`config.mk`:
```
export PLATFORM = sky130hd
export DESIGN_NAME = fifo_drain
export DESIGN_NICKNAME = d
export VERILOG_FILES = /design/src/rtl/fifo_drain.sv
export SDC_FILE = /design/constraint.sdc
export NUM_CORES = 1
export LEC_CHECK = 0
export CAP_MARGIN = 40
export CELL_PAD_IN_SITES_DETAIL_PLACEMENT = 0
export CELL_PAD_IN_SITES_GLOBAL_PLACEMENT = 1
export CORE_AREA = 2 2 88 90
export CTS_BUF_LIST = sky130_fd_sc_hd__clkbuf_4
export DETAILED_ROUTE_END_ITERATION = 10
export DIE_AREA = 0 0 90 92
export HOLD_SLACK_MARGIN = 0.08
export PLACE_DENSITY = 0.66
export SLEW_MARGIN = 20
export SYNTH_ARGS = -nofsm -noshare
export SYNTH_HDL_FRONTEND = slang
export SYNTH_SLANG_ARGS = --single-unit
```
`constraint.sdc`:
```
create_clock -name clk -period 3.33 [get_ports clk]
set_input_delay 0.4995 -clock clk [delete_from_list [all_inputs] [get_ports clk]]
set_output_delay 0.4995 -clock clk [all_outputs]
set_load 0.01 [all_outputs]
```
`src/rtl/fifo_drain.sv`:
```
// Read-side controller for the synchronous FIFO: pops into a 2-entry skid buffer,
// re-presents beats on a registered valid/ready stream, frames them into bursts.
module fifo_drain #(
  parameter int DATA_W    = 8,
  parameter int BURST_LEN = 4,
  parameter int CNT_W     = 16
) (
  input  logic              clk,
  input  logic              reset,
  input  logic              enable_i,
  input  logic              fifo_empty_i,
  input  logic [DATA_W-1:0] fifo_pop_data_i,
  output logic              fifo_pop_o,
  output logic              out_valid_o,
  output logic [DATA_W-1:0] out_data_o,
  output logic              out_last_o,
  input  logic              out_ready_i,
  output logic              busy_o,
  output logic [CNT_W-1:0]  burst_cnt_o
);

  localparam int BEAT_W = (BURST_LEN > 1) ? $clog2(BURST_LEN) : 1;
  localparam logic [BEAT_W-1:0] BEAT_LAST = BEAT_W'(BURST_LEN - 1);

  // Stream handshake: a beat moves when out_valid_o && out_ready_i on a rising
  // edge; while out_valid_o is high, out_data_o/out_last_o hold until that edge.

  logic [1:0]        count_q, count_d;
  logic [DATA_W-1:0] head_q, head_d;
  logic [DATA_W-1:0] tail_q, tail_d;
  logic [BEAT_W-1:0] beat_q, beat_d;
  logic [CNT_W-1:0]  burst_q, burst_d;
  logic              valid_q, valid_d;
  logic              last_q, last_d;
  logic              pop;
  logic              xfer;

  always_comb begin
    // Pop decision never looks at out_ready_i: no ready-to-pop combinational path.
    pop     = !reset && enable_i && !fifo_empty_i && (count_q != 2'd2);
    xfer    = valid_q && out_ready_i;
    count_d = count_q + {1'b0, pop} - {1'b0, xfer};
    head_d  = head_q;
    tail_d  = tail_q;
    beat_d  = beat_q;
    burst_d = burst_q;

    if (xfer) begin
      head_d = tail_q;
      beat_d = last_q ? '0 : beat_q + BEAT_W'(1);
      if (last_q) burst_d = burst_q + CNT_W'(1);
    end

    // Pop data lands in the first slot that is free after this edge's transfer.
    if (pop) begin
      if ((count_q == 2'd0) || ((count_q == 2'd1) && xfer)) head_d = fifo_pop_data_i;
      else tail_d = fifo_pop_data_i;
    end

    valid_d = (count_d != 2'd0);
    last_d  = valid_d && (beat_d == BEAT_LAST);
  end

  always_ff @(posedge clk) begin
    if (reset) begin
      count_q <= '0;
      head_q  <= '0;
      tail_q  <= '0;
      beat_q  <= '0;
      burst_q <= '0;
      valid_q <= 1'b0;
      last_q  <= 1'b0;
    end else begin
      count_q <= count_d;
      head_q  <= head_d;
      tail_q  <= tail_d;
      beat_q  <= beat_d;
      burst_q <= burst_d;
      valid_q <= valid_d;
      last_q  <= last_d;
    end
  end

  assign fifo_pop_o  = pop;
  assign out_valid_o = valid_q;
  assign out_data_o  = head_q;
  assign out_last_o  = last_q;
  assign busy_o      = valid_q;
  assign burst_cnt_o = burst_q;

endmodule
```
Yosys cells after proc, flatten, opt, wreduce, memory -nomap -nowiden
Cells that the tools add are included.
{"block": "op_classes", "n_addsub": 4, "n_eq_ne": 3, "n_mux": 5, "bitwise_logic": 1, "n_reduce_logical": 13}
{"operator": "$mux 8", "count": 3}
{"operator": "$add 16x1->16 const B", "count": 1}
{"operator": "$logic_and 1x1->1", "count": 6}
{"operator": "$mux 2", "count": 2}
{"operator": "$reduce_and 2->1", "count": 2}
{"operator": "$add 2x1->2", "count": 1}
{"operator": "$add 2x1->2 const B", "count": 1}
{"operator": "$eq 2x1->1 const B", "count": 1}
{"operator": "$eq 2x2->1 const B", "count": 1}
{"operator": "$logic_not 1->1", "count": 2}
{"operator": "$logic_not 2->1", "count": 1}
{"operator": "$ne 2x2->1 const B", "count": 1}
{"operator": "$reduce_bool 2->1", "count": 1}
{"operator": "$sub 2x1->2", "count": 1}
{"operator": "$logic_or 1x1->1", "count": 1}
{"operator": "$not 1->1", "count": 1}
{"block": "totals", "regBits": 38, "in_bits": 13, "output_inout_bits": 28, "word_cells": 33}

Depth between registers and ports, before layout
{"block": "depth", "ltp_word": 8, "mapped_depth": 7, "depth_no_buf": 7}

Worst setup path before layout
OpenSTA, ideal clock, no wires.
{"block": "synth_timing", "kind": "input to register", "start": "in out_ready_i", "end": "reg last_q (netlist: out_last_o)", "setup_time_ns": 0.115, "t_arrival_ns": 1.734, "t_required_ns": 3.215, "slack_ns": 1.480, "stages": 7, "path_buffers": 0, "path_cell_list": "nand2_2 > clkinv_1 > ha_1 > xor2_1 > or2_2 > a2bb2oi_1 > and3_1"}
{"block": "synth_via", "elab_chain_cells": 4, "word_cells_on_any_way": 6, "cone_classes": "add/sub: 1; eq/ne: 1; mux: 1; reduce/logical: 3"}
{"item": "start: declaration", "line_no": "17", "source": "input logic out_ready_i,"}
{"item": "$logic_and 1x1->1 (*)", "line_no": "41", "source": "xfer = valid_q && out_ready_i;"}
{"item": "$sub 2x1->2 or $mux 2 (tied branches)", "line_no": "42, 48"}
{"item": "$reduce_bool 2->1 or $eq 2x2->1 (tied branches)", "line_no": "60, 61"}
{"item": "$logic_and 1x1->1 (*)", "line_no": "61", "source": "last_d = valid_d && (beat_d == BEAT_LAST);"}
{"item": "end signal: assignment", "line_no": "80", "source": "last_q <= last_d;"}
{"item": "end: declaration", "line_no": "34", "source": "logic last_q, last_d;"}
Mark *: on every way between the ends. The rest lies on a longest branch, timed or not.
A chain may end at the register's enable or synchronous reset.

Worst setup path after layout
{"block": "layout_timing", "start": "in fifo_empty_i", "end": "out fifo_pop_o"}
{"block": "layout_via", "elab_chain_cells": 3}
{"item": "start: declaration", "line_no": "11", "source": "input logic fifo_empty_i,"}
{"item": "$logic_not 1->1", "line_no": "40", "source": "pop = !reset && enable_i && !fifo_empty_i && (count_q != 2'd2);"}
{"item": "$logic_and 1x1->1 (2 in a row)", "line_no": "40"}
{"item": "end: declaration", "line_no": "13", "source": "output logic fifo_pop_o,"}
Every way passes these cells.

==> impl_metrics.ini <==
[place]
detailed_place_hpwl_um = 2788
routabilityCongestion = 0.7307
post_dp_cell_area_um2 = 2273
io_buffers = 40

[yosys]
synth_warnings = 0
syn-num-nets = 206
synthFlopType = dfxtp_1
synth_top_area_share_pct = 42.85
seq_area_frac_synth_pct = 42.85
synthCells = 191
yosysTopAreaCell = dfxtp_1
yosys-top-cells-area = dfxtp_1, a311oi_2, nor2_1
synthArstFlopShare_pct = 0
syn_area_per_cell_um2 = 9.296
synth_cell_types = 36
synth_edf_count = 0
synth_seq_cells = 38
syn_area_um2 = 1775

[pwr]
p_per_area_nw_per_um2 = 414.5
clkPwrFrac_pct = 22.7
p_sw_mw = 0.2821
ir_drop_mv = 0.1752
swShare_pct = 29.41
finalPower_mw = 0.9593
intPower_mw = 0.6772
p_leak_nw = 0.8036
seq_power_share_pct = 54.1
p_comb_share_pct = 23.2

[detailed_routing]
wl_per_cell_um = 11.92
vias = 1425
drt-initial-drc-count = 60
viasPerCell = 4.279
drtPass1Iterations = 6
drc = 0
routed_wirelength_um = 3970
ant_nets = 0

[worst_setup_path]
cp-start-kind = input pin
cp_max_fo = 4
rr_worst_depth = 6
required_ps = 2830
timing.rr.start = busy_o$_SDFF_PP0_
cp-end-kind = primary output
arrival_ps = 1930
worstSetupPathType = input pin to primary output
r2r-end = out_last_o$_SDFF_PP0_
r2r_slack_ps = 1340

[min_path]
hold_depth = 2
min-delay-start = tail_q[1]$_SDFFE_PP0P_
min_to = out_data_o[1]$_SDFF_PP0_
hp-class = register to register

[floorplanning]
fp.dieW_um = 90
ios = 41
dieArea_um2 = 8280
die_h_um = 92
initial_core_util_pct = 23.84
coreArea_um2 = 7447
fp-row-count = 32

[job]
maxCapViolations = 0

[timing]
min_period_ps = 2426
finClkSkew_ps = 5.433
fin_crit_sh_pct = 72.84
finalHoldViolCount = 0
rsz0062_at_grt = no
drv_slew = 0
tns_ps = 0
max_slew_margin_pct = 58.37
tightest_slew_ps = 624.4
setup_viol = 0
max_freq_ghz = 0.4123

[run_status]
outcome = completed

[cells_and_area]
final_area_um2 = 2315
nFillCells = 816
post-route-util_pct = 31.08
drive_gt1_share_pct = 13.85
diodes = 0
layout-area-overhead-vs-synth_pct = 30.37
finalNetCount = 247

[clocking]
cts-htree-levels = 2
numCtsBuffers = 5
clockRootBuffer = clkbuf_4
clock_sinks = 38
clockBufferDepth = 2
post_cts_buffers = 0
cts_hold_buffers = 0
cts.repair.resized = 0
path_clk_slew_ps = 110
cts_tree = yes
clk_latency_ps = 340

[global_routing]
grt_pass1_vias = 1459
grt_usage_pct = 10.26
grt_overflow_total = 0
grt_max_degree = 42
grt_pass1_wl_um = 6948
antenna_found_initial = 0
## Yosys cell counts (2+ instances only)
library cell	n
mux2_1	3
dfxtp_1	38
or3_1	2
and3_1	2
nor2b_1	12
inv_1	4
nor3_1	5
buf_2	3
a21oi_1	6
clkbuf_1	3
a311oi_2	8
xnor2_1	8
nor4_2	4
nor2_1	27
nand3_1	4
nand2_1	22
a21o_1	2
ha_1	2
xor2_1	4
nand4_1	8
nand2b_1	2
nand2_2	2
mux2_2	7
## area by class of cell
class                           count  area, µm²  area share [%]
Clock buffer                        5      37.54           1.622
Clock inverter                      1      3.754          0.1622
Inverter                            5      18.77          0.8108
Multi-Input combinational cell    140      950.9           41.08
Sequential cell                    38      760.7           32.86
Tap cell                          102      127.6           5.513
Timing Repair Buffer               42      415.4           17.95
## metrics by stage
step / hold WS (ps) / worst slack [ps] / std cells
after global routing: 542.2 / 842.3 / 333
after floorplan: 465.5 / 1480 / 191
after CTS: 520.0 / 882.9 / 333
after global placement: 489.9 / 739.3 / 327
after detailed placement: 492.6 / 684.2 / 327
final: 512.1 / 904.4 / 333
## flip-flops by register name, summed over array words and instances (netlist names)
register and flops:
burst_cnt_o 16, out_data_o 8, tail_q 8, beat_q 2
count_q 2, busy_o 1, out_last_o 1
## layout by cell type, fill, tap and decap left out, types with 2 or more instances in the layout
| cell | synthesis | final |
|---|---|---|
| clkdlybuf4s50_1 | 0 | 40 |
| dfxtp_1 | 38 | 38 |
| nor2_1 | 27 | 27 |
| nand2_1 | 22 | 22 |
| nor2b_1 | 12 | 12 |
| nand4_1 | 8 | 8 |
| xnor2_1 | 8 | 8 |
| a311oi_2 | 8 | 8 |
| mux2_2 | 7 | 7 |
| a21oi_1 | 6 | 6 |
| nor3_1 | 5 | 5 |
| clkbuf_4 | 0 | 5 |
| inv_1 | 4 | 4 |
| nor4_2 | 4 | 4 |
| nand3_1 | 4 | 4 |
| xor2_1 | 4 | 4 |
| mux2_1 | 3 | 3 |
| nand2_2 | 2 | 2 |
| clkinv_1 | 1 | 2 |
| nand2b_1 | 2 | 2 |
| a21o_1 | 2 | 2 |
| or3_1 | 2 | 2 |
| and3_1 | 2 | 2 |
| ha_1 | 2 | 2 |
| buf_4 | 1 | 2 |
## routing by layer
| layer | global-route usage (%) | share of wire [%] |
|---|---|---|
| met1 | 14.02 | 51 |
| met2 | 15.60 | 42 |
| met3 | 3.533 | 6.2 |
| met4 | 2.436 | 0.76 |
| met5 | 0 | 0 |
## worst max path at each step
stage	start	to	slack, ps	cells after the start
floorplan	out_ready_i	out_last_o$_SDFF_PP0_	1480	7
global placement	out_ready_i	out_last_o$_SDFF_PP0_	740	7
detailed placement	out_ready_i	out_last_o$_SDFF_PP0_	680	7
CTS	fifo_empty_i	fifo_pop_o	880	4
global route	fifo_empty_i	fifo_pop_o	840	4
finish	fifo_empty_i	fifo_pop_o	900	4
## worst max-delay path, stage by stage
cell             delay, ps
clkdlybuf4s50_1        390
nand2b_1               220
nor3_4                 230
clkdlybuf4s50_1        590
## power groups by stage
stage / Clock, mW / Combinational (mW) / Sequential (mW)
floorplan: 0 / 0.140 / 0.531
global placement: 0 / 0.223 / 0.529
detailed placement: 0 / 0.226 / 0.529
CTS: 0.234 / 0.228 / 0.519
global route: 0.253 / 0.248 / 0.524
finish: 0.218 / 0.222 / 0.519
## cells by family after synthesis
kind of cell,count (synthesis),share of synthesized area (%)
flops,38,42.85
fa+ha+maj,2,1.409
xor+xnor,12,5.920
mux,10,6.343
buf+inv,13,3.593
compound gates,20,11.06
simple gates,96,28.82
Note: power is estimated with default switching activity, not from simulation.
